[config.mk]
export PLATFORM = sky130hd
export DESIGN_NAME = sync_fifo_fwft
export DESIGN_NICKNAME = d
export VERILOG_FILES = /design/src/rtl/sync_fifo_fwft.sv
export SDC_FILE = /design/constraint.sdc
export NUM_CORES = 2
export LEC_CHECK = 0
export BUFFER_PORTS_ARGS = -buffer_cell sky130_fd_sc_hd__buf_2
export CORE_UTILIZATION = 60
export DETAILED_ROUTE_END_ITERATION = 10
export HOLD_SLACK_MARGIN = 0.12
export PLACE_DENSITY = 0.76
export SYNTH_ARGS = -nofsm -noshare
export SYNTH_HDL_FRONTEND = slang
export SYNTH_SLANG_ARGS = --single-unit
[constraint.sdc]
create_clock -name clk -period 3.56 [get_ports clk]
set_input_delay 0.178 -clock clk [delete_from_list [all_inputs] [get_ports clk]]
set_output_delay 0.178 -clock clk [all_outputs]
set_load 0.02 [all_outputs]
[src/rtl/sync_fifo_fwft.sv]
// Single-clock FIFO with first-word-fall-through output, any depth >= 2.
// Optional peak-level watermark output enabled by defining FIFO_WATERMARK_EN.
module sync_fifo_fwft #(
  parameter int DATA_WIDTH = 8,
  parameter int DEPTH      = 256,
  parameter int AF_THRESH  = DEPTH - 1,
  parameter int AE_THRESH  = 1,
  localparam int CNT_W     = $clog2(DEPTH + 1),
  localparam int PTR_W     = $clog2(DEPTH)
) (
  input  logic                  clk,
  input  logic                  rst_n,
  input  logic                  clr,
  input  logic                  wr_en,
  input  logic [DATA_WIDTH-1:0] data_in,
  input  logic                  rd_en,
  output logic [DATA_WIDTH-1:0] data_out,
  output logic                  valid,
  output logic                  full,
  output logic                  empty,
  output logic                  almost_full,
  output logic                  almost_empty,
`ifdef FIFO_WATERMARK_EN
  output logic [CNT_W-1:0]      max_level,
`endif
  output logic [CNT_W-1:0]      level,
  output logic                  overflow,
  output logic                  underflow
);

  localparam logic [CNT_W-1:0] FULL_LVL = CNT_W'(DEPTH);
  localparam logic [CNT_W-1:0] AF_LVL   = CNT_W'(AF_THRESH);
  localparam logic [CNT_W-1:0] AE_LVL   = CNT_W'(AE_THRESH);
  localparam logic [PTR_W-1:0] LAST_PTR = PTR_W'(DEPTH - 1);

  logic [DATA_WIDTH-1:0] mem [DEPTH];

  logic [PTR_W-1:0] wr_ptr, rd_ptr, wr_ptr_nxt, rd_ptr_nxt;
  logic [CNT_W-1:0] level_nxt;
  logic             overflow_nxt, underflow_nxt;
  logic             push, pop;

  assign push = wr_en & (~full | rd_en);
  assign pop  = rd_en & ~empty;

  assign full         = (level == FULL_LVL);
  assign empty        = (level == '0);
  assign valid        = ~empty;
  assign almost_full  = (level >= AF_LVL);
  assign almost_empty = (level <= AE_LVL);
  assign data_out     = mem[rd_ptr];

  // Explicit compare-and-clear wrap keeps non-power-of-two depths correct.
  always_comb begin
    wr_ptr_nxt    = wr_ptr;
    rd_ptr_nxt    = rd_ptr;
    level_nxt     = level;
    overflow_nxt  = overflow;
    underflow_nxt = underflow;
    if (clr) begin
      wr_ptr_nxt    = '0;
      rd_ptr_nxt    = '0;
      level_nxt     = '0;
      overflow_nxt  = 1'b0;
      underflow_nxt = 1'b0;
    end else begin
      if (push) wr_ptr_nxt = (wr_ptr == LAST_PTR) ? '0 : wr_ptr + 1'b1;
      if (pop)  rd_ptr_nxt = (rd_ptr == LAST_PTR) ? '0 : rd_ptr + 1'b1;
      if (push && !pop)      level_nxt = level + 1'b1;
      else if (pop && !push) level_nxt = level - 1'b1;
      if (wr_en && !push) overflow_nxt  = 1'b1;
      if (rd_en && empty) underflow_nxt = 1'b1;
    end
  end

  always_ff @(posedge clk or negedge rst_n) begin
    if (!rst_n) begin
      wr_ptr    <= '0;
      rd_ptr    <= '0;
      level     <= '0;
      overflow  <= 1'b0;
      underflow <= 1'b0;
    end else begin
      wr_ptr    <= wr_ptr_nxt;
      rd_ptr    <= rd_ptr_nxt;
      level     <= level_nxt;
      overflow  <= overflow_nxt;
      underflow <= underflow_nxt;
    end
  end

  // Storage has no reset; flush only rewinds the pointers.
  always_ff @(posedge clk) begin
    if (push && !clr) mem[wr_ptr] <= data_in;
  end

`ifdef FIFO_WATERMARK_EN
  always_ff @(posedge clk or negedge rst_n) begin
    if (!rst_n)                     max_level <= '0;
    else if (clr)                   max_level <= '0;
    else if (level_nxt > max_level) max_level <= level_nxt;
  end
`endif

endmodule

# After elaboration in Yosys (flattened, before gate mapping)
# Memory sizes are Yosys's and may differ from the RTL's.
# Cells that the tools add are included.
# totals
regBits	27
mem_bits_rw	2048
inputBits	13
out_inout_bits	24
word_cells	49
memories	1
# memory_table
memory	depth	width	rd	rd_clocked_by_memory_dff	wr	line_no	text
mem	256	8	1	0	1	36	logic [DATA_WIDTH-1:0] mem [DEPTH];
# op_classes
add_sub_neg	4
n_lt_le_gt_ge	2
n_eq_ne	3
n_mux	15
bitwise_logic	5
reduce_logical	14
# ops
operator	n
$mux W8	6
$mux W9	3
$add A8 B1 Y8 const B	2
$eq A8 B8 Y1 const B	2
$add A9 B1 Y9 const B	1
$eq A9 B9 Y1 const B	1
$ge A9 B8 Y1 const B	1
$le A9 B1 Y1 const B	1
$logic_not A9 Y1	1
$sub A9 B1 Y9 const B	1
$reduce_bool A2 Y1	4
$mux W1	6
$logic_and A1 B1 Y1	5
$logic_not A1 Y1	3
$reduce_bool A3 Y1	1
$and A1 B1 Y1	2
$not A1 Y1	2
$or A1 B1 Y1	1

# Logic depth before layout (Yosys ltp)
# logic_depth
ltp_word	9
ltp_mapped	13
depth_no_buf	9

# Least setup slack after synthesis
# Ideal clock, no wire load.
# synth_path
path_kind	flip-flop to flip-flop
from	reg level[0]
to	mem mem[180][0] (enable)
setup_ns	0.370
arrival_ns	2.677
required_time_ns	3.190
slack_ns	0.513
stages_incl_launch_ff	11
n_path_buf	2
period_less_slack_ns	3.047
cell_sequence	dfrtp_1 -> inv_1 -> ha_1 -> a41oi_1 -> clkbuf_1 -> nor2b_1 -> nand2_1 -> nor2_1 -> nand3_1 -> clkbuf_1 -> nor2_1
# synth_between
elab_chain_cells	7
# synth_lines
item	line_no	text
start, declared	26	output logic [CNT_W-1:0] level,
start signal, assigned	86	level <= level_nxt;
$eq A9 B9 Y1	46	assign full = (level == FULL_LVL);
$not A1 Y1	43	assign push = wr_en & (~full | rd_en);
$or A1 B1 Y1	43	
$and A1 B1 Y1	43	
$logic_and A1 B1 Y1	94	if (push && !clr) mem[wr_ptr] <= data_in;
$mux W1	94	
$mux W1 (implied by the code)	94	
end, declared	36	
# Every way passes these cells.

# Worst setup path in the final report
# layout_path
from	reg rd_ptr[0]
to	out data_out[2]
# layout_between
elab_chain_cells	1
# layout_lines
item	line_no	text
start, declared	38	logic [PTR_W-1:0] wr_ptr, rd_ptr, wr_ptr_nxt, rd_ptr_nxt;
start signal, assigned	85	rd_ptr <= rd_ptr_nxt;
$mem_v2 Z256 W8	n/a	
end, declared	17	output logic [DATA_WIDTH-1:0] data_out,
# Every way passes these cells.

==> summary by stage <==
Clocking
The H-tree was split into 4 levels. The TritonCTS buffer count is 199. The cell chosen for the clock root is clkbuf_16. The TritonCTS clock tree is done. The clock drives around 2.1k sinks. The CTS clock-pin slew for the worst setup and hold paths is 0.06 ns. At the later pin of the worst-skew pair, clock insertion delay measures 0.84 ns.

The maximum root-to-sink buffer count is 3.

Finish
The finished layout holds 6,590 standard cells, fillers aside. The final instance area is roughly 96,000 sq um. In the final layout, the share of cells above drive strength 1 is a little under a third. The most common cell after layout, fill and taps aside is edfxtp_1. Relative to the synthesized area, the layout overhead comes to 17.2%. The count of fill cells added during filler insertion is 7,643. In the layout the commonest cells are edfxtp_1 (2,048), buf_4 (538), mux4_2 (443), nor2_1 (314), mux2i_1 (246).

The net count of the finished layout is 4,662.

Synthesis
The count of yosys warnings during synthesis is 0. The net count after synthesis is a little over 4k. The most instantiated flip-flop cell in the synthesis netlist is edfxtp_1. The unique cell type count in the Yosys netlist is 70. The async set-reset flop share out of synthesis is under 10%. Counting every instance in the synthesized netlist gives between 4k and 5k. Summing every instance area after synthesis gives 81,700 sq um.

The portion of the post-synthesis area used by sequential elements is 76.1%. A synthesized cell averages 20.4 sq um. The register bit total from synthesis is 2,075.

The synthesized design contains 2,048 enable-type register cells.

STA
The clock skew is ~0.03 ns. The relative max-transition margin is 9.56%. The final critical-path setup slack is -0.722 ns. The worst hold margin is 0.127 ns. Setup repair after global routing could not meet its margin everywhere. The count of endpoints failing hold in the final timing report is 0. The max-slew violation count is 0. In the finished design, the share of the clock period the worst path needs comes to 120%. At the pin with the least slew margin, the transition time is around 1.4 ns. Setup violations remaining at the end of the flow were counted as 8.

Summed over all failing endpoints, the final setup total negative slack is -5.36 ns. The highest achievable clock rate is between 0.2 and 0.25 GHz. Subtracting the final worst setup slack from the clock period gives 4.28 ns.

Worst setup path
STA classifies the critical path endpoint as an output pin. The required time of the worst setup path is 3.38 ns. The arrival time of the worst setup path is 4.10 ns. The kind of critical path is reg -> out. The worst setup path is launched from a register.

The highest net fanout along the worst path is 7.

Floorplanning
The number of primary I/O pins is 37. The initial utilization of the core area, before any placement, comes to ~60%. The number of placement rows is 135.

Measured along the y axis, the die boundary spans 371 um. The total core area is 135,000 sq um. The die outline area is 138,000 sq um.

The die is 371 um wide.

Placement
The port buffer count is 36. The placed cell count is approximately 6.1k. The global placer's final weighted congestion is 0.928.

The placed standard-cell area is 87,400 sq um. Detailed placement ended at an HPWL of between 100 and 150 mm.

Outcome
The flow ran to the end, but the final reports show violations. The final reports fail on setup timing.

Detailed routing
For this block, the routed nets add up to about 220 mm of wire. The remaining number of nets flagged by the antenna check after routing is 0. The first-pass iteration count of the detailed router is 5.

Dividing the detail-routed via count by the number of cells gives 6.79. The via total after detailed routing is 44.8k. After detailed routing, the average wire length per cell comes to 33.2 um. The residual DRC count is 0. The first-iteration detailed-routing DRC count is 6,714.

Global routing
The via count of the first global-routing pass was 44.7k. The initial antenna violation count is 2. Entering global routing, the biggest net connects roughly 130 pins.

Global routing consumed, over all layers together, 32.3% of the routing resources. After global routing the overflow that remains totals 0. The wire length of the first global-routing pass is 314 mm.

Power and ir drop
For this design the ratio of total power to cell area is 641 nW/um^2. IR analysis of the VDD net gives a maximum drop of 393 uV. The overall power consumption is 61.4 mW.

In this run the static leakage power is 31.1 nW.

Hold path
The min-delay analysis places its worst path in the category in -> reg.

Job
Max-cap violations in this run came to 0.
## layer usage
layer	GRT usage, %	routed length (um)	up-vias
met1	44.0	76100	22862
met3	6.61	26100	650
met4	17.2	12600	0
li1	-	-	17890
met5	0	0	-
met2	50.0	104000	3353
## final timing paths
| path | slack (ns) | endpoint | cells after the start | from |
|---|---|---|---|---|
| max | -0.72 | data_out[2] | 12 | rd_ptr[0] |
| min | 0.13 | mem[79][1] | 1 | data_in[1] |
| max reg2reg | 0.15 | mem[166][6] | 10 | level[0] |
| min reg2reg | 0.53 | overflow | 2 | overflow |
| max in group asynchronous | 2.98 | rd_ptr[3] | 4 | rst_n |
| min in group asynchronous | 0.37 | level[8] | 4 | rst_n |
## worst max-delay path, stage by stage (launching register included)
cell and delay, ns:
dfrtp_4 0.53, buf_4 0.16, buf_12 0.15, bufbuf_16 0.28
buf_8 0.14, mux2i_1 0.17, a221oi_2 0.45, a21oi_1 0.12
o31ai_1 0.35, a221oi_2 0.11, buf_4 0.20, o31ai_4 0.36
buf_2 0.24
## cell usage after synthesis (6+ instances only)
library cell	instances	area share, %
a311oi_1	9	0.096
and3_1	12	0.092
buf_2	60	0.37
a211oi_1	25	0.23
nor2_1	319	1.5
edfxtp_1	2048	75
mux2_2	12	0.17
a31oi_1	15	0.11
a221oi_1	75	0.80
o221ai_1	8	0.086
buf_4	14	0.13
xor2_1	9	0.096
o31ai_1	17	0.16
o211ai_1	7	0.064
inv_1	11	0.051
o21ai_0	50	0.31
nand4_1	6	0.046
a22oi_1	37	0.34
nand2b_1	8	0.061
a221o_1	12	0.15
nand2_1	122	0.56
dfrtp_1	27	0.83
mux2i_1	252	3.1
nor2b_1	20	0.15
a21oi_1	58	0.36
buf_1	6	0.028
ha_1	10	0.15
o21ai_1	13	0.080
nor3_1	27	0.17
buf_8	8	0.15
mux4_2	443	12
buf_6	44	0.61
o22ai_1	13	0.10
nand3_1	40	0.25
clkbuf_1	107	0.49
## registers in the layout, summed over array words and instances, names as in the netlist
signal,flops
wr_ptr,8
overflow,1
rd_ptr,8
mem,2048
level,9
underflow,1
## area by class of cell
class,instances,area [sq um],share of cell area [%]
sequential,2075,62200,64.9
multi-input combinational,1677,18500,19.3
timing repair buffer,673,6400,6.68
clock buffer,245,5280,5.51
tap,1781,2230,2.33
clock inverter,117,1090,1.14
inverter,13,55.1,0.0575
antenna,9,22.5,0.0235
## cells by family (layout without fill, tap and decap cells)
kind of cell	Yosys count	after routing	synth area share (%)
simple gates	574	574	2.96
compound gates	373	373	3.27
flops	2075	2075	76.1
other cells	0	9	0
mux	707	707	15.5
fa+ha+maj	10	10	0.153
buf+inv	256	1048	1.91
xor+xnor	13	13	0.139
## power by group
| part | switching, mW | total [mW] | internal [mW] |
|---|---|---|---|
| clock network | 8.97 | 20.8 | 11.8 |
| registers | 0.124 | 27.0 | 26.9 |
| logic | 6.96 | 13.6 | 6.66 |
## stage by stage
stage / utilization, % / setup WS [ns]
finish: 70.8 / -0.722
floorplan: - / 0.513
detailed placement: 64.6 / -0.0536
global route: 70.8 / -0.809
global placement: 64.6 / -0.104
CTS: 70.6 / -0.625
## timing repair
action / 4_1_cts / 5_1_grt
hold endpoints to repair: 384 / 0
setup endpoints to repair: 8 / 30
gates cloned: 18 / 0
pin swaps: 26 / 16
hold buffers: 15 / 0
gates resized for setup: 114 / 29
setup buffers: 50 / 14
No activity file was read; power rests on OpenSTA's default activity.
